===== config.mk =====
export PLATFORM = sky130hd
export DESIGN_NAME = adc_capture_flat
export DESIGN_NICKNAME = d
export VERILOG_FILES = /design/src/rtl/adc_capture_if.sv /design/src/rtl/adc_capture.sv /design/src/flat_wrapper.sv
export SDC_FILE = /design/constraint.sdc
export NUM_CORES = 1
export LEC_CHECK = 0
export ABC_CLOCK_PERIOD_IN_PS = 2800
export BUFFER_PORTS_ARGS = -buffer_cell sky130_fd_sc_hd__buf_2
export CAP_MARGIN = 20
export CORE_ASPECT_RATIO = 0.8
export CORE_MARGIN = 4
export CORE_UTILIZATION = 57
export CTS_CLUSTER_DIAMETER = 30
export DETAILED_ROUTE_END_ITERATION = 6
export PLACE_DENSITY = 0.77
export SYNTH_ARGS = -nofsm -noshare
export SYNTH_HDL_FRONTEND = slang
export SYNTH_SLANG_ARGS = --single-unit
export TNS_END_PERCENT = 20

===== constraint.sdc =====
create_clock -name clk -period 2.8 [get_ports clk]
set_clock_uncertainty 0.05 [all_clocks]
set_input_delay 0.14 -clock clk [delete_from_list [all_inputs] [get_ports clk]]
set_output_delay 0.14 -clock clk [all_outputs]
set_load 0.01 [all_outputs]

===== src/rtl/adc_capture_if.sv =====
// adc_capture_if: ADC sample input and FIFO write port bundle for adc_capture
// Ports: adc_data/adc_valid (ADC stream), fifo_full (FIFO status),
//        wr_en/wr_data (FIFO write). master = capture block, slave = its environment.
interface adc_capture_if #(
    parameter int ADC_WIDTH = 14
);
    logic [ADC_WIDTH-1:0] adc_data;
    logic                 adc_valid;
    logic                 fifo_full;
    logic                 wr_en;
    logic [ADC_WIDTH-1:0] wr_data;

    modport master (input adc_data, adc_valid, fifo_full, output wr_en, wr_data);
    modport slave (output adc_data, adc_valid, fifo_full, input wr_en, wr_data);
endinterface


===== src/rtl/adc_capture.sv =====
// adc_capture: settle, block-average and write ADC samples into the sample FIFO
// Ports: clk, rst_n (async active-low), enable (capture level), clr_stat (clear stats pulse),
//        bus (adc_data/adc_valid/fifo_full in, wr_en/wr_data out),
//        busy (SETTLE or ACCUM), overflow (sticky drop flag), drop_cnt (saturating drop count).
module adc_capture #(
    parameter int ADC_WIDTH      = 14,
    parameter int DECIM_LOG2     = 2,
    parameter int SETTLE_SAMPLES = 8,
    parameter int CNT_WIDTH      = 16
) (
    input  logic                 clk,
    input  logic                 rst_n,
    input  logic                 enable,
    input  logic                 clr_stat,
    adc_capture_if.master        bus,
    output logic                 busy,
    output logic                 overflow,
    output logic [CNT_WIDTH-1:0] drop_cnt
);
    localparam int AW = ADC_WIDTH + DECIM_LOG2;
    localparam int CW = DECIM_LOG2 > 0 ? DECIM_LOG2 : 1;
    localparam int SW = $clog2(SETTLE_SAMPLES + 2);

    typedef enum logic [1:0] {IDLE, SETTLE, ACCUM} state_t;

    state_t        state;
    logic [AW-1:0] acc;
    logic [AW-1:0] acc_next;
    logic [CW-1:0] sample_cnt;
    logic [SW-1:0] settle_cnt;
    logic          done;

    assign acc_next = acc + AW'(bus.adc_data);
    // The block completes on the sample that fills it, even if enable falls in that cycle.
    assign done = state == ACCUM && bus.adc_valid && sample_cnt == CW'((1 << DECIM_LOG2) - 1);

    always_ff @(posedge clk or negedge rst_n) begin
        if (!rst_n) begin
            state       <= IDLE;
            acc         <= '0;
            sample_cnt  <= '0;
            settle_cnt  <= '0;
            busy        <= 1'b0;
            overflow    <= 1'b0;
            drop_cnt    <= '0;
            bus.wr_en   <= 1'b0;
            bus.wr_data <= '0;
        end else begin
            bus.wr_en <= 1'b0;
            // enable alone decides whether the next state is IDLE
            busy <= enable;
            if (clr_stat) begin
                overflow <= 1'b0;
                drop_cnt <= '0;
            end
            if (done && bus.fifo_full) begin
                overflow <= 1'b1;
                drop_cnt <= clr_stat ? CNT_WIDTH'(1) : drop_cnt + CNT_WIDTH'(drop_cnt != '1);
            end else if (done) begin
                bus.wr_en   <= 1'b1;
                bus.wr_data <= acc_next[AW-1:DECIM_LOG2];
            end
            if (!enable) begin
                state      <= IDLE;
                acc        <= '0;
                sample_cnt <= '0;
                settle_cnt <= '0;
            end else begin
                case (state)
                    IDLE: begin
                        state      <= SETTLE_SAMPLES == 0 ? ACCUM : SETTLE;
                        settle_cnt <= '0;
                    end
                    SETTLE: if (bus.adc_valid) begin
                        state      <= settle_cnt == SW'(SETTLE_SAMPLES - 1) ? ACCUM : SETTLE;
                        settle_cnt <= settle_cnt + SW'(1);
                    end
                    ACCUM: if (bus.adc_valid) begin
                        acc        <= done ? '0 : acc_next;
                        sample_cnt <= done ? '0 : sample_cnt + CW'(1);
                    end
                    default: state <= IDLE;
                endcase
            end
        end
    end
endmodule


===== src/flat_wrapper.sv =====
// flat-port wrapper written by rule: the top's interface ports become plain ports
module adc_capture_flat 
#(
    parameter int ADC_WIDTH      = 14,
    parameter int DECIM_LOG2     = 2,
    parameter int SETTLE_SAMPLES = 8,
    parameter int CNT_WIDTH      = 16
)
  (clk, rst_n, enable, clr_stat, busy, overflow, drop_cnt, bus_adc_data, bus_adc_valid, bus_fifo_full, bus_wr_en, bus_wr_data);
  adc_capture_if #(.ADC_WIDTH(ADC_WIDTH)) bus_i ();
  input  logic clk;
  input  logic rst_n;
  input  logic enable;
  input  logic clr_stat;
  output logic busy;
  output logic overflow;
  output logic [CNT_WIDTH-1:0] drop_cnt;
  input wire logic [$bits(bus_i.adc_data)-1:0] bus_adc_data;
  input wire logic [$bits(bus_i.adc_valid)-1:0] bus_adc_valid;
  input wire logic [$bits(bus_i.fifo_full)-1:0] bus_fifo_full;
  output wire logic [$bits(bus_i.wr_en)-1:0] bus_wr_en;
  output wire logic [$bits(bus_i.wr_data)-1:0] bus_wr_data;
  assign bus_i.adc_data = bus_adc_data;
  assign bus_i.adc_valid = bus_adc_valid;
  assign bus_i.fifo_full = bus_fifo_full;
  assign bus_wr_en = bus_i.wr_en;
  assign bus_wr_data = bus_i.wr_data;
  adc_capture #(.ADC_WIDTH(ADC_WIDTH), .DECIM_LOG2(DECIM_LOG2), .SETTLE_SAMPLES(SETTLE_SAMPLES), .CNT_WIDTH(CNT_WIDTH)) u_core (.clk(clk), .rst_n(rst_n), .enable(enable), .clr_stat(clr_stat), .bus(bus_i), .busy(busy), .overflow(overflow), .drop_cnt(drop_cnt));
endmodule

==> run summary <==
clock-pin slew on the worst setup and hold paths = 70 ps
share of cells above drive strength 1 = 22.2%
initial antenna violation count = 0
first-pass GRT wire length = 13,200 um
Hold Fails Final Rpt = 0
Post-Syn Instances = 350
Antenna Cells = 0
setup TNS = 0 ps
RSZ-0062 raised after global routing = false
WS Path Type = flop to flop
met2 Use GR = 34.1%
gr ovfl total = 0
VDD IR max = 444 uV
worst endpoint data arrival time = 2460 ps
Post-DRT Antenna Nets = 0
Starting Density = 60.4%
pwr/cell area = 454 nW/um2
Final min period = 2290 ps
Syn Nets = 389
Area growth syn-to-layout = 16.2%
most common cell after layout, fill and taps aside = dfrtp_1
Die Width = 94.2 um
Clock Sink Count = 57
Cell Area, Synth = 3390 um2
Die Ht = 77 um
gpl congestion = 0.865
CTS Buf Count = 9
I/O Buffers = 52
H-tree depth = 3
row cnt = 24
Final Net Count = 444
Pre-Repair DR Iteration Count = 4
met1 Resource Use GR = 33.7%
PostCTS Resize Cnt = 0
GRT Resource Usage Total = 23.0%
sequential area share after synthesis = 42.1%
Place WS = 530 ps
worst-skew pair later-pin latency = 340 ps
Lkg Pwr = 1.95 nW
Final WS setup = 515 ps
fin. max-slew vios = 0
Via Count = 2,757
Routed Wire Length = 7620 um
Crit Path Max Fanout = 3
clock buffer depth = 2
Unique masters post-synth = 61
CTS tree = done
commonest cells after routing, fill and taps aside = 57 x dfrtp_1, 52 x buf_2, 38 x nand2_1
fin area = 3940 um2
status = completed
asr flop ratio synth = 100%
fin crit share = 81.6%
Post-DP Area = 3700 um2
final setup fails = 0
vias in the first global route = 2,715
Post-DP HPWL = 5690 um
Mean Syn Cell Area = 9.69 um2
dpl cells = 470
Routed WL per cell = 15.6 um
GRT Max-Usage Layer = met2
worst min path class = input pin to flop
DRC = 0
CP Capture Type = flop
Via density = 5.65
non-filler cells, final = 488
Yosys Warn Count = 0
synthesized flop and latch total = 57
met3 global-route usage = 6.46%
IO Pins = 53
maxcap violations = 0
Crit path required time = 2980 ps
Iteration-0 DRC Markers = 137
Max-slew headroom = 56.5%
Most used DFF post-synth = dfrtp_1
clk root buf = clkbuf_8
CP startpoint kind = flop
f_max = 438 MHz
die area = 7260 um2
CORE AREA = 5620 um2
Post-synth EDFFs = 0
largest net degree at the start of global routing = 23
Tightest Pin Transition = 652 ps
==> per-layer routing <==
metal	vias up	share of wire [%]
met5	-	0
met4	0	0.96
met3	12	6.7
met2	75	44
met1	1299	49
li1	1371	-
==> state kept, by name (all words and copies together), names as in the netlist <==
name	flops
u_core.acc	16
u_core.bus.wr_data	14
u_core.bus.wr_en	1
u_core.busy	1
u_core.drop_cnt	16
u_core.overflow	1
u_core.sample_cnt	2
u_core.settle_cnt	4
u_core.state	2
==> worst max-delay path, cell delays in order (launching register included) <==
cell and delay [ps]:
dfrtp_1 380, ha_1 220, fa_1 410, a21o_1 210, a221o_1 380, a21oi_2 160
xnor2_1 90, mux2_2 270
==> synthesized netlist by cell type (3+ instances only) <==
library cell,instances,area share (%)
nor4_2,3,1.1
or3_1,6,1.1
nand2_1,38,4.2
o21ai_1,5,0.74
o31ai_1,3,0.66
xnor2_1,17,4.4
a21o_1,4,0.89
a21oi_2,3,0.77
xor2_1,3,0.77
nand3_1,6,0.89
mux2_2,3,1.0
a21boi_0,3,0.66
nor2_1,24,2.7
buf_2,4,0.59
nand2b_1,3,0.55
dfrtp_1,57,42
a22o_1,10,2.6
nor2b_1,6,1.1
mux2i_1,7,2.1
a21oi_1,21,3.1
nor3_1,10,1.5
clkbuf_1,5,0.55
ha_1,18,6.6
buf_6,3,1.0
and3_1,4,0.74
inv_1,14,1.5
nand4_1,9,1.7
a22oi_1,4,0.89
o21ai_0,14,2.1
==> per-stage QoR <==
| stage | hold WS, ps | power (W) | utilization (%) |
|---|---|---|---|
| 2_1_floorplan | -206 | 0.000901 | - |
| 3_3_place_gp | 67.0 | 0.000944 | 65.9 |
| 3_5_place_dp | 74.3 | 0.000946 | 65.9 |
| 4_1_cts | 100 | 0.00181 | 70.2 |
| 5_1_grt | 125 | 0.00186 | 70.2 |
| 6_report | 112 | 0.00179 | 70.2 |
==> layout make-up <==
| cell class | count | area, um2 |
|---|---|---|
| multi-input cells | 262 | 1810 |
| fillers | 469 | 1680 |
| flip-flops and latches | 57 | 1430 |
| repair buffers | 60 | 325 |
| clock buffers | 11 | 141 |
| well taps | 78 | 97.6 |
| clock inverters | 5 | 78.8 |
| inverters | 15 | 61.3 |
==> where the power goes <==
| part | total [W] | internal (W) | leakage (nW) | switching, W |
|---|---|---|---|---|
| clock | 0.000857 | 0.000524 | 0.113 | 0.000333 |
| combinational | 0.000104 | 0.0000361 | 1.04 | 0.0000676 |
| sequential | 0.000829 | 0.000826 | 0.792 | 0.00000270 |
| total | 0.00179 | 0.00139 | 1.95 | 0.000404 |
==> path summary, 6_finish.rpt <==
| path | start | end | depth (start not counted) | slack [ps] |
|---|---|---|---|---|
| setup / recovery | u_core.acc[0] | u_core.bus.wr_data[10] | 7 | 510 |
| hold / removal | clr_stat | u_core.drop_cnt[12] | 2 | 110 |
| setup reg to reg | u_core.acc[0] | u_core.bus.wr_data[10] | 7 | 510 |
| hold reg to reg | u_core.bus.wr_data[2] | u_core.bus.wr_data[2] | 2 | 420 |
| max in group asynchronous | rst_n | u_core.settle_cnt[1] | 3 | 1830 |
| min in group asynchronous | rst_n | u_core.acc[4] | 2 | 230 |
==> timing repair <==
item | 4_1_cts | 5_1_grt
hold endpoints to repair | 21 | 0
hold buffers | 2 | 0
setup buffers | 0 | 0
==> logic make-up (layout without fill, tap and decap cells) <==
| family | after synthesis | in the layout | share of synthesized area (%) |
|---|---|---|---|
| AND/OR/NAND/NOR | 124 | 124 | 19.4 |
| AO/OA/AOI/OAI | 87 | 87 | 17.8 |
| flip-flops | 57 | 57 | 42.1 |
| buffers and inverters | 31 | 91 | 4.61 |
| XOR/XNOR | 20 | 20 | 5.16 |
| adder cells (fa/ha/maj) | 19 | 19 | 7.23 |
| multiplexers | 12 | 12 | 3.73 |
No activity file was read; power rests on OpenSTA's default activity.
